File: src/rtl/mem_port_arbiter.sv
// mem_port_arbiter: lets instruction fetch and data load/store share one
// memory port. Only one access is in flight at a time. Each access holds the
// port for MEM_LAT cycles, then read data is captured and the owner gets a
// one-cycle valid pulse. Simultaneous requests are resolved round-robin
// (PRIORITY=0) or always in favour of the data port (PRIORITY=1).

module mem_port_arbiter #(
  parameter int ADDR_W   = 32,
  parameter int DATA_W   = 32,
  parameter int MEM_LAT  = 1,
  parameter int PRIORITY = 0
) (
  input  logic              iClk,
  input  logic              iRst,
  input  logic              iFetchReq,
  input  logic [ADDR_W-1:0] iFetchAddr,
  output logic              oFetchGnt,
  output logic [DATA_W-1:0] oFetchRData,
  output logic              oFetchValid,
  input  logic              iDataReq,
  input  logic              iDataWe,
  input  logic [ADDR_W-1:0] iDataAddr,
  input  logic [DATA_W-1:0] iDataWData,
  output logic              oDataGnt,
  output logic [DATA_W-1:0] oDataRData,
  output logic              oDataValid,
  output logic [ADDR_W-1:0] oMemAddr,
  output logic [DATA_W-1:0] oMemData,
  input  logic [DATA_W-1:0] iMemData,
  output logic              oMemRead,
  output logic              oMemWrite,
  output logic              oBusy
);

  localparam logic IDLE      = 1'b0;
  localparam logic ACCESS    = 1'b1;
  localparam logic OWN_FETCH = 1'b0;
  localparam logic OWN_DATA  = 1'b1;
  localparam logic PRI_DATA  = (PRIORITY != 0);
  // The counter runs MEM_LAT-1 down to 0, so the strobes stay up MEM_LAT cycles.
  localparam logic [3:0] CNT_LOAD = 4'(MEM_LAT - 1);

  logic       state_r;
  logic [3:0] cnt_r;
  logic       owner_r;
  logic       last_gnt_r;
  logic       any_req_s;
  logic       pick_data_s;

  assign any_req_s = iFetchReq | iDataReq;

  // Choose the winner among the currently asserted requests.
  always_comb begin
    pick_data_s = 1'b0;
    if (iDataReq && iFetchReq) begin
      if (PRI_DATA) begin
        pick_data_s = 1'b1;
      end else begin
        // Round-robin: serve whichever port was not served most recently.
        pick_data_s = (last_gnt_r == OWN_FETCH);
      end
    end else begin
      pick_data_s = iDataReq;
    end
  end

  // Access sequencer: grant, hold the memory port, then return data.
  always_ff @(posedge iClk) begin
    if (iRst) begin
      state_r     <= IDLE;
      cnt_r       <= 4'd0;
      owner_r     <= OWN_FETCH;
      last_gnt_r  <= OWN_DATA;
      oFetchGnt   <= 1'b0;
      oDataGnt    <= 1'b0;
      oFetchValid <= 1'b0;
      oDataValid  <= 1'b0;
      oFetchRData <= {DATA_W{1'b0}};
      oDataRData  <= {DATA_W{1'b0}};
      oMemAddr    <= {ADDR_W{1'b0}};
      oMemData    <= {DATA_W{1'b0}};
      oMemRead    <= 1'b0;
      oMemWrite   <= 1'b0;
      oBusy       <= 1'b0;
    end else begin
      // Grant and valid are single-cycle pulses.
      oFetchGnt   <= 1'b0;
      oDataGnt    <= 1'b0;
      oFetchValid <= 1'b0;
      oDataValid  <= 1'b0;
      case (state_r)
        IDLE: begin
          if (any_req_s) begin
            state_r <= ACCESS;
            cnt_r   <= CNT_LOAD;
            oBusy   <= 1'b1;
            owner_r <= pick_data_s;
            if (pick_data_s) begin
              oDataGnt <= 1'b1;
              oMemAddr <= iDataAddr;
              if (iDataWe) begin
                oMemWrite <= 1'b1;
                oMemRead  <= 1'b0;
                oMemData  <= iDataWData;
              end else begin
                oMemWrite <= 1'b0;
                oMemRead  <= 1'b1;
                oMemData  <= {DATA_W{1'b0}};
              end
            end else begin
              // Fetch is read-only; it never raises the write strobe.
              oFetchGnt <= 1'b1;
              oMemAddr  <= iFetchAddr;
              oMemRead  <= 1'b1;
              oMemWrite <= 1'b0;
              oMemData  <= {DATA_W{1'b0}};
            end
          end else begin
            state_r <= IDLE;
          end
        end
        ACCESS: begin
          if (cnt_r != 4'd0) begin
            cnt_r <= cnt_r - 4'd1;
          end else begin
            state_r    <= IDLE;
            oBusy      <= 1'b0;
            oMemRead   <= 1'b0;
            oMemWrite  <= 1'b0;
            last_gnt_r <= owner_r;
            if (owner_r == OWN_DATA) begin
              oDataValid <= 1'b1;
              // A completed write keeps the last read data visible.
              if (!oMemWrite) begin
                oDataRData <= iMemData;
              end else begin
                oDataRData <= oDataRData;
              end
            end else begin
              oFetchValid <= 1'b1;
              oFetchRData <= iMemData;
            end
          end
        end
        default: begin
          state_r   <= IDLE;
          oBusy     <= 1'b0;
          oMemRead  <= 1'b0;
          oMemWrite <= 1'b0;
        end
      endcase
    end
  end

  mem_port_arbiter_chk #(.MEM_LAT(MEM_LAT)) u_chk (
    .clk         (iClk),
    .rst         (iRst),
    .fetch_gnt   (oFetchGnt),
    .data_gnt    (oDataGnt),
    .fetch_valid (oFetchValid),
    .data_valid  (oDataValid),
    .mem_read    (oMemRead),
    .mem_write   (oMemWrite)
  );

endmodule

// Simulation-only properties of the arbiter: legal latency, exclusive pulses
// and strobes.
module mem_port_arbiter_chk #(
  parameter int MEM_LAT = 1
) (
  input logic clk,
  input logic rst,
  input logic fetch_gnt,
  input logic data_gnt,
  input logic fetch_valid,
  input logic data_valid,
  input logic mem_read,
  input logic mem_write
);

  a_lat_range: assert property (@(posedge clk) (MEM_LAT >= 1) && (MEM_LAT <= 15))
    else $error("mem_port_arbiter: MEM_LAT %0d outside 1..15", MEM_LAT);

  a_one_gnt: assert property (@(posedge clk) disable iff (rst) !(fetch_gnt && data_gnt));

  a_one_valid: assert property (@(posedge clk) disable iff (rst) !(fetch_valid && data_valid));

  a_one_strobe: assert property (@(posedge clk) disable iff (rst) !(mem_read && mem_write));

endmodule

File: config.mk
export PLATFORM = sky130hd
export DESIGN_NAME = mem_port_arbiter
export DESIGN_NICKNAME = d
export VERILOG_FILES = /design/src/rtl/mem_port_arbiter.sv
export SDC_FILE = /design/constraint.sdc
export NUM_CORES = 1
export LEC_CHECK = 0
export CORE_AREA = 2 2 105 107
export CTS_CLUSTER_SIZE = 12
export DETAILED_ROUTE_END_ITERATION = 12
export DIE_AREA = 0 0 107 109
export DONT_BUFFER_PORTS = 1
export GPL_TIMING_DRIVEN = 0
export PLACE_DENSITY = 0.69
export SLEW_MARGIN = 30
export SYNTH_ARGS = -nofsm -noshare
export SYNTH_HDL_FRONTEND = slang
export SYNTH_SLANG_ARGS = --single-unit
File: constraint.sdc
create_clock -name iClk -period 2.2 [get_ports iClk]
set_input_delay 0.44 -clock iClk [delete_from_list [all_inputs] [get_ports iClk]]
set_output_delay 0.44 -clock iClk [all_outputs]
set_load 0.03 [all_outputs]
## Word level (Yosys, flattened, before mapping)

Cells that the tools add are included.

| storage, ports and cells | value |
|---|---|
| register bits | 142 |
| bits of input ports | 133 |
| output and inout port bits | 135 |

| cells by class | value |
|---|---|
| add/subtract/negate cells | 1 |
| eq/ne operators | 3 |
| multiplexer cells | 25 |
| bitwise operators | 7 |
| reductions and logical operators | 10 |

Operators with widths:

| operator | number |
|---|---|
| $mux W32 | 3 |
| $mux W1 | 15 |
| $mux W4 | 2 |
| $pmux W1 S2 | 4 |
| $pmux W4 S2 | 1 |
| $reduce_and A2 Y1 | 4 |
| $not A1 Y1 | 6 |
| $reduce_or A3 Y1 | 2 |
| $ne A2 B2 Y1 const B | 2 |
| $reduce_and A4 Y1 | 1 |
| $reduce_bool A4 Y1 | 1 |
| $sub A4 B1 Y4 const B | 1 |
| $reduce_and A3 Y1 | 1 |
| $ne A2 B1 Y1 const B | 1 |
| $logic_and A1 B1 Y1 | 1 |
| $or A1 B1 Y1 | 1 |

## Logic depth before layout (Yosys ltp)

Gate-level depths: netlist of the first run.

| logic depth | value |
|---|---|
| word-level depth | 5 |
| mapped depth | 7 |
| depth with buffers taken out | 5 |

## Least setup slack after synthesis of the first run

No wires, ideal clock.

| timing path | value |
|---|---|
| kind | register to register |
| start | register cnt_r[0] |
| end | register oDataRData[21] |
| setup time | 0.119 ns |
| arrival | 1.507 ns |
| required time | 2.081 ns |
| path slack | 0.574 ns |
| cell stages (with the launch flop) | 8 |
| buffers on the path | 2 |
| clock period less this slack | 1.626 ns |
| cell sequence | dfxtp_1 > inv_1 > ha_1 > nand4bb_4 > or3b_1 > buf_6 > buf_8 > mux2i_1 |

| between the ends | value |
|---|---|
| longest elaborated chain between the ends | 3 |

RTL lines:

| item | line | source |
|---|---|---|
| start, declared | 44 | `logic [3:0] cnt_r;` |
| start signal, assigned | 124 | `cnt_r <= cnt_r - 4'd1;` |
| $reduce_bool A4 Y1 | 123 | `if (cnt_r != 4'd0) begin` |
| $not A1 Y1 (no source line) | n/a |  |
| $reduce_and A4 Y1 (no source line) | n/a |  |
| end signal, assigned | 79 | `oDataRData <= {DATA_W{1'b0}};` |
| end signal, assigned | 135 | `oDataRData <= iMemData;` |
| end signal, assigned | 137 | `oDataRData <= oDataRData;` |
| end, declared | 25 | `output logic [DATA_W-1:0] oDataRData,` |

Every way passes these cells.
A chain may end at the register's enable or synchronous reset.

## Final worst setup path of the first run

| timing path | value |
|---|---|
| start | register cnt_r[0] |
| end | register oFetchRData[26] |

| between the ends | value |
|---|---|
| longest elaborated chain between the ends | 3 |

RTL lines:

| item | line | source |
|---|---|---|
| $reduce_bool A4 Y1 | 123 |  |
| $not A1 Y1 (no source line) | n/a |  |
| $reduce_and A3 Y1 (no source line) | n/a |  |
| end signal, assigned | 78 | `oFetchRData <= {DATA_W{1'b0}};` |
| end signal, assigned | 141 | `oFetchRData <= iMemData;` |
| end, declared | 18 | `output logic [DATA_W-1:0] oFetchRData,` |

Every way passes these cells.

==> results of run 1 <==
[area by class of cell]
cell class | count | area (um2)
clock inverter | 11 | 118
fill | 936 | 4260
multi-input combinational | 393 | 2490
buffer | 52 | 258
inverter | 3 | 11.3
tap | 140 | 175
sequential | 142 | 2840
clock buffer | 19 | 442
[metal layers]
layer  up-vias  GRT usage [%]  share of wire (%)
met5         -              0                  0
met4         0           11.2                2.2
met3        27           9.15                9.1
met2       199           41.3                 49
met1      2040           28.7                 40
li1       2082              -                  -
[report_power, final]
| group | switching, mW | total [mW] | internal [mW] |
|---|---|---|---|
| Combinational | 0.302 | 0.495 | 0.193 |
| Clock | 1.05 | 2.70 | 1.65 |
| Sequential | 0.373 | 3.09 | 2.71 |
[state kept, by name (all words and copies together), names as in the netlist]
signal / count
oMemWrite: 1
oMemData: 32
owner_r: 1
oMemAddr: 32
oFetchRData: 32
oBusy: 1
oMemRead: 1
oDataValid: 1
oFetchValid: 1
state_r: 1
cnt_r: 4
oDataGnt: 1
oDataRData: 32
last_gnt_r: 1
oFetchGnt: 1
[worst paths after layout]
path	start	end	slack (ns)	depth (start not counted)
setup / recovery	cnt_r[0]	oFetchRData[26]	0.28	7
hold / removal	iDataWe	oMemRead	0.04	1
setup reg to reg	cnt_r[0]	oFetchRData[26]	0.28	7
hold reg to reg	cnt_r[3]	cnt_r[3]	0.55	1
[synth_stat cells (2+ instances only)]
cell type | instances | area, um2
dfxtp_1 | 142 | 2840
nand2_1 | 32 | 120
buf_1 | 3 | 11.3
nor2b_1 | 32 | 200
a22o_1 | 32 | 280
nor3_1 | 5 | 25.0
mux2i_1 | 32 | 320
o21ai_1 | 2 | 10.0
nor2_1 | 38 | 143
inv_1 | 3 | 11.3
mux2_2 | 2 | 22.5
buf_4 | 2 | 15.0
nand2b_1 | 66 | 413
ha_1 | 2 | 25.0
a31o_2 | 2 | 17.5
a211oi_1 | 32 | 240
buf_6 | 4 | 45.0
o21ai_0 | 63 | 315
a21oi_1 | 36 | 180
clkbuf_1 | 31 | 116
buf_2 | 11 | 55.1
[logic make-up (layout without fill, tap and decap cells)]
logic type,count (synthesis),count (layout)
and+or+nand+nor,182,182
AOI/OAI and AO/OA,175,175
DFF,142,142
buffers and inverters,55,85
muxes,34,34
adders and majority gates,2,2
[critical path: stages, from the launching register on]
cell       delay (ns)
dfxtp_1          0.34
inv_1            0.08
ha_1             0.26
nand4bb_4        0.13
or2_2            0.12
clkbuf_1         0.26
clkbuf_1         0.43
o21ai_0          0.17
[through the flow]
step                      hold slack [ns]  utilization [%]
after floorplan                     0.498                -
after global placement              0.516             54.5
after detailed placement            0.534             54.5
after CTS                          0.0142             59.8
after global routing              0.00910             59.8
final                              0.0367             59.8
==> results.json, run 1 <==
{
  "ctsHoldBuffers": 0,
  "cp.arrival_ns": 2.30,
  "period_share_pct": 87.3,
  "io_buffers": 0,
  "synthMuxAreaShare_pct": 6.12,
  "grt_pass1_wl_mm": 22.3,
  "max_freq_mhz": 521,
  "yosysUniqueCellTypes": 39,
  "setup_slack_ns": 0.280,
  "fp.coreArea_um2": 10600,
  "post-route-min-period_ns": 1.92,
  "clkTransAtPathRegs_ns": 0.06,
  "total_power_mw": 6.29,
  "stdcell_area_um2": 6340,
  "setup-tns-final_ns": 0,
  "grt_max_degree": 17,
  "drt-total-wl_mm": 14.6,
  "ys_warn_count": 0,
  "htree_levels": 4,
  "synth_compound_area_share_pct": 19.9,
  "synthSimpleGateAreaFrac_pct": 18.1,
  "io_pins": 268,
  "routedWlPerCell_um": 19.2,
  "grt_pass1_vias": 4337,
  "fp.dieH_um": 109,
  "synthesis.area_um2": 5610,
  "pre_cts_ws_ns": 0.213,
  "routabilityCongestion": 0.815,
  "cts_setup_buffers": 0,
  "cts-root-buf": "clkbuf_8",
  "ys_ff_latch": 142,
  "fp.dieArea_um2": 11700,
  "clock-sinks": 142,
  "drive_above_1_share_pct": 9.52,
  "layout.nets": 744,
  "num_rows": 38,
  "syn-mean-instance-area_um2": 9.50,
  "status": "completed",
  "dr.first_iter.drc_count": 228,
  "grt_usage_pct": 24.8,
  "cts_resized": 0,
  "crit_type": "reg2reg",
  "cts_tree": "done",
  "synth_top_family_by_area": "compound AO/OA/AOI/OAI gates",
  "clock_path_buffers": 2,
  "slew_headroom_pct": 55.1,
  "syn2layout_area_growth_pct": 13.1,
  "synth_fa_ha_area_share_pct": 0.446,
  "grt_remaining_overflow": 0,
  "via_per_inst": 5.72,
  "layout_commonest_cell": "dfxtp_1",
  "worst_ep_required_time_ns": 2.58,
  "seq_area_frac_synth_pct": 50.7,
  "dr.pass1.iters": 4,
  "fin_cells": 760,
  "ys.flop_type": "dfxtp_1",
  "power_density_nw_per_um2": 992,
  "finClkSkew_ns": 0.00743,
  "max_cap_violations": 0,
  "synth_fp_nets": 725,
  "placed_cell_area_um2": 5780,
  "num_vias": 4348,
  "numPlacedInstances": 730,
  "end_kind": "flip-flop",
  "synthCells": 590,
  "worst_slew_pin_slew_ns": 0.673,
  "synth_edf_count": 0,
  "initial_utilization_pct": 52.9,
  "antenna_cells": 0,
  "setup.worst_path.start_class": "flip-flop",
  "timing.final.max_slew_violations": 0,
  "mostFrequentLayoutCells": "142 x dfxtp_1, 66 x nand2b_1, 63 x o21ai_0",
  "path_max_fanout": 10,
  "cts_buffers": 17,
  "route.detailed.drc": 0,
  "synth-xor-area-share_pct": 0,
  "final-hold-violation-count": 0,
  "insertion_delay_ns": 0.52,
  "ant_nets": 0,
  "antenna_found_initial": 0,
  "dieWidth_um": 107,
  "rsz0062_at_grt": "no",
  "hold_path.class": "in2reg",
  "max-vdd-ir-drop_uv": 487,
  "hpwlAfterDp_mm": 10.8,
  "p_leak_nw": 2.50,
  "setup_violations": 0,
  "ys_async_sr_fraction_pct": 0
}
Power figures use the tool's default switching activity.
==> inputs of run 2 (changes only) <==
--- a/config.mk
+++ b/config.mk
@@ -7,9 +7,10 @@
 export LEC_CHECK = 0
-export CORE_AREA = 2 2 105 107
+export ABC_AREA = 1
+export CORE_AREA = 2 2 103 105
 export CTS_CLUSTER_SIZE = 12
 export DETAILED_ROUTE_END_ITERATION = 12
-export DIE_AREA = 0 0 107 109
+export DIE_AREA = 0 0 105 107
 export DONT_BUFFER_PORTS = 1
 export GPL_TIMING_DRIVEN = 0
-export PLACE_DENSITY = 0.69
+export PLACE_DENSITY = 0.76
 export SLEW_MARGIN = 30
--- a/constraint.sdc
+++ b/constraint.sdc
@@ -3,2 +3,2 @@
 set_output_delay 0.44 -clock iClk [all_outputs]
-set_load 0.03 [all_outputs]
+set_load 0.02 [all_outputs]
==> run 2 against run 1 <==
Clock skew rose by 0.0025 ns. Final cell count rose by 41%. Register-to-register slack improved by 0.33 ns. Routed wire length rose by 3.2%. Via count rose by 25%. Sequential share of layout area fell by 3.4 points. Clock power rose by 14%. Combinational power rose by 42%. Clock-buffer cell count rose by 1. Flip-flop and latch count did not move. Critical endpoint is now oFetchRData[17]. Largest cell class unchanged.
==> results.json, run 2 <==
{
  "status": "completed",
  "post-route-min-period_ns": 1.59,
  "clock_path_buffers": 2,
  "multiInputGateArea_um2": 2480,
  "pre_cts_ws_ns": 0.609,
  "io_buffers": 0,
  "fillers": 881,
  "antenna_found_initial": 0,
  "clkTransAtPathRegs_ns": 0.06,
  "critPathMostFrequentCell": "nor2_1",
  "max_freq_mhz": 628,
  "synth_fp_nets": 1038,
  "ctsHoldBuffers": 0,
  "grt_max_degree": 17,
  "synth_edf_count": 0,
  "fp.coreArea_um2": 10100,
  "cts_resized": 0,
  "p_leak_nw": 3.31,
  "initial_utilization_pct": 59.9,
  "layout.nets": 1057,
  "worst_path_largest_cell_delay_ns": 0.31,
  "synthCells": 903,
  "slowest_stage": "dfxtp_1",
  "dr.pass1.iters": 8,
  "layout_commonest_cell": "nor2_1",
  "fp.dieH_um": 107,
  "grt_remaining_overflow": 0,
  "timing.final.max_slew_violations": 0,
  "setup-tns-final_ns": 0,
  "num_rows": 37,
  "hpwlAfterDp_mm": 11.4,
  "slew_headroom_pct": 65.0,
  "ys_async_sr_fraction_pct": 0,
  "ys.flop_type": "dfxtp_1",
  "ys_ff_latch": 142,
  "stdcell_area_um2": 6860,
  "setup_slack_ns": 0.609,
  "syn-mean-instance-area_um2": 6.69,
  "cp.arrival_ns": 2.00,
  "regArea_um2": 2840,
  "drive_above_1_share_pct": 8.34,
  "setup_violations": 0,
  "syn2layout_area_growth_pct": 13.4,
  "fp.dieArea_um2": 11200,
  "end_kind": "flip-flop",
  "seq_area_frac_synth_pct": 47.0,
  "via_per_inst": 5.09,
  "cts_buffers": 17,
  "crit_type": "reg2reg",
  "cts_tree": "done",
  "finClkSkew_ns": 0.00992,
  "final_core_util_pct": 67.9,
  "max_cap_violations": 0,
  "clock-sinks": 142,
  "ant_nets": 0,
  "period_share_pct": 72.3,
  "synthTopCellsByArea": "dfxtp_1 47%, nor2_1 15%, nand2_1 15%",
  "htree_levels": 4,
  "final-hold-violation-count": 0,
  "cts-root-buf": "clkbuf_8",
  "num_vias": 5450,
  "placed_cell_area_um2": 6210,
  "drt-total-wl_mm": 15.1,
  "path_max_fanout": 10,
  "synthesis.area_um2": 6040,
  "total_power_mw": 6.90,
  "cts_setup_buffers": 0,
  "grt_usage_pct": 26.6,
  "ys_warn_count": 0,
  "yosysUniqueCellTypes": 22,
  "synthMostInstantiatedCell": "nor2_1",
  "yosys.area.top_type": "dfxtp_1",
  "hold_path.class": "in2reg",
  "power_density_nw_per_um2": 1010,
  "rsz0062_at_grt": "no",
  "worst_slew_pin_slew_ns": 0.524,
  "grt_pass1_vias": 5325,
  "synth_top_area_share_pct": 47.0,
  "grt_pass1_wl_mm": 24.1,
  "cp_cell_sequence": "inv_1 > ha_1 > nand4_1 > buf_4 > buf_2 > nor2_1 > nor2_1",
  "antenna_cells": 0,
  "routabilityCongestion": 0.885,
  "setup.worst_path.start_class": "flip-flop",
  "dieWidth_um": 105,
  "mostFrequentLayoutCells": "241 x nor2_1, 240 x nand2_1, 142 x dfxtp_1",
  "insertion_delay_ns": 0.52,
  "dr.first_iter.drc_count": 299,
  "route.detailed.drc": 0,
  "routedWlPerCell_um": 14.1,
  "synthTopCellsByCount": "241 x nor2_1, 240 x nand2_1, 142 x dfxtp_1, 104 x inv_1, 39 x nand3_1",
  "io_pins": 268,
  "worst_ep_required_time_ns": 2.61,
  "max-vdd-ir-drop_uv": 499
}
## run 2: cell types whose count changed after synthesis, moves of 39 or more
cell      delta
nor2_1     +203
inv_1      +101
nand2_1    +208
nand3_1     +39
nand2b_1    -66
## run 2: per-stage QoR
step,hold WS (ns),cells
floorplan,0.429,903
global placement,0.467,1039
detailed placement,0.474,1039
CTS,0.0412,1071
global route,0.0467,1071
finish,0.0603,1071
## run 2: critical path: cells and delay by family (launching register included)
family                     cells  cell delay, ns
buffers and inverters          3            0.54
and+or+nand+nor                3            0.35
DFF                            1            0.31
adders and majority gates      1            0.27
## run 2: power by group
part | switching (mW) | leakage [nW] | internal [mW]
Clock | 1.08 | 0.310 | 2.00
Sequential | 0.358 | 1.16 | 2.76
Combinational | 0.449 | 1.83 | 0.252
## run 2: area by class of cell
class                      instances  share of cell area [%]
multi-input combinational        603                    36.2
clock buffer                      20                    6.35
inverter                         106                    5.80
buffer                            52                    4.73
sequential                       142                    41.5
clock inverter                    12                    3.01
tap                              136                    2.48
## run 2: logic make-up (layout without fill, tap and decap cells)
family,count (synthesis),after routing,synth area share [%]
buf+inv,158,190,11.9
fa+ha+maj,2,2,0.414
flops,142,142,47.0
compound gates,70,70,5.98
simple gates,531,531,34.6
## run 2: final timing paths
check / startpoint / depth (start not counted) / to / slack (ns)
setup reg to reg: cnt_r[0] / 7 / oFetchRData[17] / 0.61
hold reg to reg: cnt_r[1] / 2 / cnt_r[1] / 0.48
hold / removal: iMemData[7] / 2 / oFetchRData[7] / 0.06
setup / recovery: cnt_r[0] / 7 / oFetchRData[17] / 0.61
## run 2: layer usage
layer	GRT usage, %	wire [um]	up-vias
li1	-	-	2737
met1	27.9	5600	2414
met2	46.8	7530	248
met3	9.67	1400	51
met4	13.9	516	0
met5	0	0	-
